===== config.mk =====
export PLATFORM = sky130hd
export DESIGN_NAME = neopixel_pattern_gen
export DESIGN_NICKNAME = d
export VERILOG_FILES = /design/src/rtl/neopixel_pkg.sv /design/src/rtl/neopixel_frame_timer.sv /design/src/rtl/neopixel_pattern_gen.sv
export SDC_FILE = /design/constraint.sdc
export NUM_CORES = 1
export LEC_CHECK = 0
export CORE_ASPECT_RATIO = 1.5
export CORE_MARGIN = 2
export CORE_UTILIZATION = 47
export DETAILED_ROUTE_END_ITERATION = 7
export MAX_ROUTING_LAYER = met4
export PLACE_DENSITY = 0.87
export SETUP_SLACK_MARGIN = 0.1
export SYNTH_ARGS = -nofsm -noshare
export SYNTH_HDL_FRONTEND = slang
export SYNTH_SLANG_ARGS = --single-unit
export TNS_END_PERCENT = 20

===== constraint.sdc =====
create_clock -name clock -period 5.3 [get_ports clock]
set_input_delay 1.06 -clock clock [delete_from_list [all_inputs] [get_ports clock]]
set_output_delay 1.06 -clock clock [all_outputs]
set_load 0.02 [all_outputs]

===== src/rtl/neopixel_pkg.sv =====
// Shared definitions for the neopixel pattern generator: output-stage register
// addresses, FSM state encoding and the rainbow colour wheel.
package neopixel_pkg;

  localparam logic [31:0] ADDR_UPDATE = 32'h100;
  localparam logic [31:0] ADDR_STATUS = 32'h104;

  typedef enum logic [1:0] {
    IDLE   = 2'd0,
    WRITE  = 2'd1,
    COMMIT = 2'd2,
    POLL   = 2'd3
  } state_t;

  // Three-segment wheel: 0..84 red->green, 85..169 green->blue, 170..255 blue->red.
  function automatic logic [23:0] colour_wheel(input logic [7:0] w, input logic [2:0] shift);
    logic [7:0] k;
    logic [7:0] k3;
    logic [7:0] r;
    logic [7:0] g;
    logic [7:0] b;
    if (w < 8'd85) begin
      k  = w;
      k3 = k + k + k;
      r  = 8'd255 - k3;
      g  = k3;
      b  = 8'd0;
    end else if (w < 8'd170) begin
      k  = w - 8'd85;
      k3 = k + k + k;
      r  = 8'd0;
      g  = 8'd255 - k3;
      b  = k3;
    end else begin
      k  = w - 8'd170;
      k3 = k + k + k;
      r  = k3;
      g  = 8'd0;
      b  = 8'd255 - k3;
    end
    return {g >> shift, r >> shift, b >> shift};
  endfunction

endpackage


===== src/rtl/neopixel_frame_timer.sv =====
// Free-running frame-period counter; emits a registered one-cycle tick each
// time it wraps from PERIOD-1 back to 0.
module neopixel_frame_timer #(
  parameter int C_FREQ_HZ  = 125000000,
  parameter int C_FRAME_HZ = 30
) (
  input  logic clk_i,
  input  logic rst_n_i,
  output logic tick_o
);

  localparam int          PERIOD = C_FREQ_HZ / C_FRAME_HZ;
  localparam logic [31:0] LAST   = 32'(PERIOD - 1);

  logic [31:0] cnt_q;
  logic        tick_q;

  always_ff @(posedge clk_i) begin
    if (!rst_n_i) begin
      cnt_q  <= '0;
      tick_q <= 1'b0;
    end else if (cnt_q == LAST) begin
      cnt_q  <= '0;
      tick_q <= 1'b1;
    end else begin
      cnt_q  <= cnt_q + 32'd1;
      tick_q <= 1'b0;
    end
  end

  assign tick_o = tick_q;

endmodule


===== src/rtl/neopixel_pattern_gen.sv =====
// Autonomous bus master that writes a rotating rainbow into the neopixel output
// stage once per frame. Define NEOPIXEL_POLL_TIMEOUT_EN to add a POLL timeout and poll_error.
module neopixel_pattern_gen
  import neopixel_pkg::*;
#(
  parameter int C_PIXELS       = 12,
  parameter int C_FREQ_HZ      = 125000000,
  parameter int C_FRAME_HZ     = 30,
  parameter int C_STEP         = 21,
  parameter int C_BRIGHT_SHIFT = 2
) (
  input  logic        clock,
  input  logic        reset,
  output logic        clock_ctrl,
  output logic        reset_ctrl,
  output logic        write_readf,
  output logic [31:0] address,
  output logic [31:0] write_data,
  input  logic [31:0] read_data,
  output logic [15:0] frame_count,
  output logic        busy,
`ifdef NEOPIXEL_POLL_TIMEOUT_EN
  output logic        poll_error,
`endif
  output state_t      dbg_state_o
);

  localparam logic [7:0] LAST_IDX = 8'(C_PIXELS - 1);
  localparam logic [7:0] STEP8    = 8'(C_STEP);
  localparam logic [2:0] SHIFT3   = 3'(C_BRIGHT_SHIFT);

  state_t      state_q, state_d;
  logic [7:0]  idx_q, idx_d;
  logic [7:0]  phase_q, phase_d;
  logic [15:0] frame_q, frame_d;
  logic        armed_q, armed_d;
  logic        wr_q, wr_d;
  logic [31:0] addr_q, addr_d;
  logic [31:0] wdata_q, wdata_d;
  logic        busy_q, busy_d;
  logic        rst_ctrl_q;
  logic        tick;
  logic [15:0] prod;
  logic [7:0]  pix_w;
  logic        unused_rd;
`ifdef NEOPIXEL_POLL_TIMEOUT_EN
  logic [23:0] to_q, to_d;
  logic        perr_q, perr_d;
`endif

  neopixel_frame_timer #(
    .C_FREQ_HZ (C_FREQ_HZ),
    .C_FRAME_HZ(C_FRAME_HZ)
  ) u_timer (
    .clk_i  (clock),
    .rst_n_i(reset),
    .tick_o (tick)
  );

  // Bus outputs are registered from the next state so a write is visible the
  // cycle after the tick, and addresses follow idx_d without a pipeline bubble.
  assign prod  = {8'd0, idx_d} * {8'd0, STEP8};
  assign pix_w = phase_q + prod[7:0];
  assign unused_rd = ^read_data[31:1];

  always_ff @(posedge clock) begin
    if (!reset) begin
      state_q <= IDLE;
      idx_q   <= '0;
      phase_q <= '0;
      frame_q <= '0;
      armed_q <= 1'b0;
      wr_q    <= 1'b0;
      addr_q  <= ADDR_STATUS;
      wdata_q <= '0;
      busy_q  <= 1'b0;
`ifdef NEOPIXEL_POLL_TIMEOUT_EN
      to_q    <= '0;
      perr_q  <= 1'b0;
`endif
    end else begin
      state_q <= state_d;
      idx_q   <= idx_d;
      phase_q <= phase_d;
      frame_q <= frame_d;
      armed_q <= armed_d;
      wr_q    <= wr_d;
      addr_q  <= addr_d;
      wdata_q <= wdata_d;
      busy_q  <= busy_d;
`ifdef NEOPIXEL_POLL_TIMEOUT_EN
      to_q    <= to_d;
      perr_q  <= perr_d;
`endif
    end
  end

  always_ff @(posedge clock) begin
    rst_ctrl_q <= ~reset;
  end

  always_comb begin
    state_d = state_q;
    idx_d   = idx_q;
    phase_d = phase_q;
    frame_d = frame_q;
    armed_d = armed_q;
`ifdef NEOPIXEL_POLL_TIMEOUT_EN
    to_d    = to_q;
    perr_d  = perr_q;
`endif
    case (state_q)
      IDLE: begin
        if (tick) begin
          state_d = WRITE;
          idx_d   = '0;
        end
      end
      WRITE: begin
        if (idx_q == LAST_IDX) state_d = COMMIT;
        else idx_d = idx_q + 8'd1;
      end
      COMMIT: begin
        state_d = POLL;
        armed_d = 1'b0;
`ifdef NEOPIXEL_POLL_TIMEOUT_EN
        to_d    = '0;
`endif
      end
      POLL: begin
        // First POLL cycle only issues the read; read_data is valid from the second.
        armed_d = 1'b1;
`ifdef NEOPIXEL_POLL_TIMEOUT_EN
        to_d    = to_q + 24'd1;
`endif
        if (armed_q && !read_data[0]) begin
          state_d = IDLE;
          frame_d = frame_q + 16'd1;
          phase_d = phase_q + 8'd1;
        end
`ifdef NEOPIXEL_POLL_TIMEOUT_EN
        else if (to_q == 24'hFF_FFFF) begin
          state_d = IDLE;
          perr_d  = 1'b1;
        end
`endif
      end
      default: state_d = IDLE;
    endcase
  end

  always_comb begin
    wr_d    = 1'b0;
    addr_d  = ADDR_STATUS;
    wdata_d = '0;
    busy_d  = (state_d != IDLE);
    case (state_d)
      WRITE: begin
        wr_d    = 1'b1;
        addr_d  = {24'd0, idx_d};
        wdata_d = {8'h00, colour_wheel(pix_w, SHIFT3)};
      end
      COMMIT: begin
        wr_d    = 1'b1;
        addr_d  = ADDR_UPDATE;
        wdata_d = 32'd1;
      end
      default: ;
    endcase
  end

  assign clock_ctrl  = clock;
  assign reset_ctrl  = rst_ctrl_q;
  assign write_readf = wr_q;
  assign address     = addr_q;
  assign write_data  = wdata_q;
  assign frame_count = frame_q;
  assign busy        = busy_q;
  assign dbg_state_o = state_q;
`ifdef NEOPIXEL_POLL_TIMEOUT_EN
  assign poll_error  = perr_q;
`endif

endmodule


# [Word-level counts from Yosys, hierarchy flattened]
# Index checks and enable logic that the tools add are counted.
[word_totals] regBits=135 in_bits=34 output_inout_bits=86
[op_classes] n_addsub=16 multipliers=1 order_cmp=2 eq_ne=7 muxes=18 n_bitwise=1 reduce_logical=8
[ops] op="8-bit 2-to-1 mux" n=8
[ops] op="8-bit adder" n=7
[ops] op="22-bit case mux with 2 select lines" n=1
[ops] op="32-bit by 1-bit adder with 32-bit output, second input constant" n=1
[ops] op="32-bit by 22-bit equality test with 1-bit output, second input constant" n=1
[ops] op="8-bit subtractor, first input constant" n=3
[ops] op="9-bit case mux with 2 select lines" n=1
[ops] op="16-bit by 1-bit adder with 16-bit output, second input constant" n=1
[ops] op="8-bit by 1-bit adder with 8-bit output, second input constant" n=2
[ops] op="8-bit case mux with 2 select lines" n=1
[ops] op="8-bit by 4-bit equality test with 1-bit output, second input constant" n=1
[ops] op="8-bit by 7-bit less-than comparator with 1-bit output, second input constant" n=1
[ops] op="8-bit less-than comparator, second input constant" n=1
[ops] op="8-bit by 5-bit multiplier with 8-bit output, second input constant" n=1
[ops] op="2-bit case mux with 4 select lines" n=1
[ops] op="8-bit by 7-bit subtractor with 8-bit output, second input constant" n=1
[ops] op="8-bit subtractor, second input constant" n=1
[ops] op="2-bit equality test, second input constant" n=3
[ops] op="2-bit 2-to-1 mux" n=3
[ops] op="2-bit by 1-bit equality test with 1-bit output, second input constant" n=2
[ops] op="2-bit nonzero test" n=2
[ops] op="2-bit OR reduction" n=2
[ops] op="2-bit zero test" n=1
[ops] op="1-bit 2-to-1 mux" n=2
[ops] op="other kinds (5)" n=5

# [Longest topological paths before layout]
# Gate-level depths: netlist (run 1).
[depth] ltp_word=12 depth_mapped=27 ltp_nobuf=26

# [By module]
# Synthesis (run 1) repeated with hierarchy kept, for this count alone.
[hier_totals] hier_cells=705 hier_area_um2=6261.0
[modules_own_cells] mod="neopixel_pattern_gen" instances=1 cells_per_inst=524 area_per_inst_um2=4628.2
[modules_own_cells] mod="neopixel_frame_timer" instances=1 cells_per_inst=181 area_per_inst_um2=1632.8

==> metrics.txt, run 1 <==
top-area cell type share of the netlist area 33.1%; CP max stage delay 0.54 ns; Req. time, crit path 5.70 ns; clock skew 0.0104 ns; WP buf/inv 2; post-route insts no fill 996; # DRC 0; Post-synth EDFFs 0; design area 7960 µm²; Seq/Total Area, Yosys 33.1%; post-synth cell types 58; Placement Cell Area 7000 µm²; delay-heaviest family, CP adder cells; Final Hold Fails 0; Worst Setup Path Type flip-flop to flip-flop; Antenna Nets Post-Route 0; ant diodes 0; vias per inst 5.46; leakage approximately 3.4 nW; Pre-Repair DR Iteration Count 5; cell taking the most area after synthesis dfxtp_1; commonest register cell after synthesis dfxtp_1; final setup violation count 5; largest net degree at the start of global routing 38; Worst EP arrival 6.10 ns; Detailed Route WL 17000 µm; #FFs+latches synth 98; Initial Utilization 47.9%; die height roughly 140 µm; Mean Syn Cell Area between 8 and 9 µm²; GRT Util Overall 24.0%; critical-path cell list or4_4 > nor3_4 > nor3_2 > a21oi_2 > nor2_4 > ha_4 > ha_4 > inv_2 > fa_2 > fa_2 > xor2_4 > inv_2 > ha_4 > a21o_1 > xnor2_2 > ha_1 > o21ai_2 > o21bai_1 > a21oi_2 > xor2_1 > xnor2_1 > mux2i_1 > or3_1 > a21oi_2; violated checks setup timing; Area Overhead vs Synth 34.2%; Fmax achieved around 0.18 GHz; Tmin final 5.70 ns; cell count after synthesis 686; routability cong. 0.943; asr flop ratio synth 0%; Max stage delay cell, worst path or4_4; Remaining Overflow, GRT 0; CP max FO 3; core area between 10000 and 15000 µm²; status finished, violations left; initial antenna violation count 0; die extent in x roughly 96 µm; Slew @ Worst Pin 1.28 ns; Slew HR 14.6%; Final Cycle Share 107%; Place WS -0.320 ns; TritonCTS clock tree built; Setup crit end kind flip-flop; detailed placer's ending HPWL ~10000 µm; RSZ-0062 raised after global routing true; DR WL/cell about 17 µm; Post-Syn Area 5930 µm²; fillcell total 859; Hold Path Class flip-flop to flip-flop; fin. max-slew vios 0; Final #Nets 933; first-pass GRT wire length roughly 24000 µm; row count 50; DIE AREA 13600 µm²; Max Cap Viol 0; power per cell area 202 nW/µm²; crit start category flip-flop; placed cells about 950; worst skew pair latency 0.48 ns; Syn. warnings 0; VDD IR-drop max 0.000170 V; I/O Buffers 51; Final Worst Setup Slack -0.397 ns; vias in the first global route 5252; Clock Pin Slew Worst Setup and Hold Paths 0.07 ns; top cells by area, synth dfxtp_1 33%, ha_1 12%, xor2_1 6.8%; DR iter-0 viols 362; Vias 5441; share of cells above drive strength 1 23.6%; num ports between 100 and 150
==> timing repair <==
action / 4_1_cts / 5_1_grt
pin swaps: 31 / 43
gates resized for setup: 22 / 54
buffers inserted: 20 / 12
hold buffers: 0 / 0
endpoints found under the setup margin: 18 / 18
==> kinds of logic (layout without fill, tap and decap cells) <==
kind of cell             after synthesis  in the layout  share of synthesized area (%)
multiplexers                           7              7                           1.29
flip-flops                            98             98                           33.1
other                                  1             37                         0.0632
adder cells (fa/ha/maj)               65             65                           14.8
AO/OA/AOI/OAI                         86             86                           8.63
AND/OR/NAND/NOR                      247            247                           20.3
XOR/XNOR                              81             81                           12.7
buffers and inverters                101            219                           9.11
==> stage by stage <==
step                setup TNS, ns  hold slack (ns)  total power [mW]  utilization [%]
finish                     -0.955            0.497              1.61             64.3
global placement           -0.571            0.460             0.823             56.5
floorplan                 -0.0530            0.445             0.834                -
CTS                        -0.589            0.501              1.61             61.3
detailed placement         -0.715            0.476             0.823             56.5
global route                -2.65            0.527              1.65             64.3
==> final timing paths <==
kind,start,to,slack [ns],depth (start not counted)
setup / recovery,idx_q[7],write_data[5],-0.40,24
hold / removal,armed_q,armed_q,0.50,2
setup reg to reg,idx_q[7],write_data[5],-0.40,24
hold reg to reg,armed_q,armed_q,0.50,2
==> area by class of cell <==
class                           instances  area [µm²]  share of cell area [%]
Multi-Input combinational cell        523        3950                    49.6
Tap cell                              156         195                    2.45
Timing Repair Buffer                  152        1280                    16.1
Clock buffer                           14         314                    3.95
Inverter                               47         179                    2.25
Sequential cell                        98        1970                    24.7
Clock inverter                          6        72.6                   0.912
==> layout by cell type (no fill, tap or decap), types with 4 or more instances in the layout <==
master / count
inv_2: 9
nor3_1: 14
ha_1: 43
conb_1: 37
clkdlybuf4s50_1: 51
nor2_2: 5
o21ai_0: 15
buf_4: 98
mux2i_1: 4
clkbuf_16: 12
a21o_1: 12
nand2b_1: 4
a21oi_2: 8
nand3_1: 29
nand4_1: 12
and3_1: 8
xor2_1: 43
or3_1: 9
ha_4: 10
a21oi_1: 25
nor2_1: 82
a31oi_1: 4
dfxtp_1: 93
buf_6: 4
fa_1: 6
and2_1: 4
nand2_1: 43
dfxtp_2: 5
xnor2_1: 27
inv_1: 37
xnor2_2: 5
==> flip-flops by register name, indices dropped and copies added, names as in the netlist <==
register	count
dbg_state_o	2
frame_count	16
phase_q	8
reset_ctrl	1
write_readf	1
u_timer.cnt_q	32
address	9
u_timer.tick_o	1
armed_q	1
write_data	18
idx_q	8
busy	1
==> cells in the mapped netlist, types with 2 or more instances <==
cell type	n
o31ai_1	3
or3_1	9
buf_1	4
o211ai_1	2
a21o_1	12
nor2_1	89
and4_1	3
nand3_1	29
buf_2	3
nor2b_1	2
xnor2_1	32
ha_1	55
o21bai_1	2
mux2i_1	5
buf_4	38
a211oi_1	4
buf_6	2
nor3_1	17
or4_1	2
xnor3_1	2
clkbuf_1	7
nor4b_1	2
a21boi_0	2
nand2b_1	5
and3_1	9
inv_1	46
a31oi_1	4
nor4_1	4
and2_1	5
nand2_1	44
nor3b_1	3
nand4_1	12
and4b_1	2
dfxtp_1	98
o21ai_0	19
xor2_1	46
a21oi_1	34
fa_1	9
==> power by group <==
group          internal [mW]  switching [mW]  total, mW
clock network          0.483           0.347      0.829
logic                0.00516          0.0365     0.0416
registers              0.738         0.00265      0.741
total                   1.23           0.386       1.61
==> metal layers <==
layer,GRT usage (%),vias to the layer above,share of wire [%]
li1,-,2520,-
met1,24.9,2575,34
met2,41.3,262,54
met3,3.88,84,5.9
met4,14.7,0,5.9
met5,-,-,0
==> worst min-delay path: cells and delay by family (launching register included) <==
family / cells / cell delay, ns
flip-flops: 1 / 0.33
AND/OR/NAND/NOR: 1 / 0.07
multiplexers: 1 / 0.06
(Power assumes the default switching activity.)
==> run 2, diff against run 1 <==
--- a/config.mk
+++ b/config.mk
@@ -12,6 +12,7 @@
 export MAX_ROUTING_LAYER = met4
 export PLACE_DENSITY = 0.87
 export SETUP_SLACK_MARGIN = 0.1
+export SLEW_MARGIN = 10
 export SYNTH_ARGS = -nofsm -noshare
 export SYNTH_HDL_FRONTEND = slang
 export SYNTH_SLANG_ARGS = --single-unit
==> results of run 2 <==
The final DEF is identical to that of run 1; final timing and power are the same.
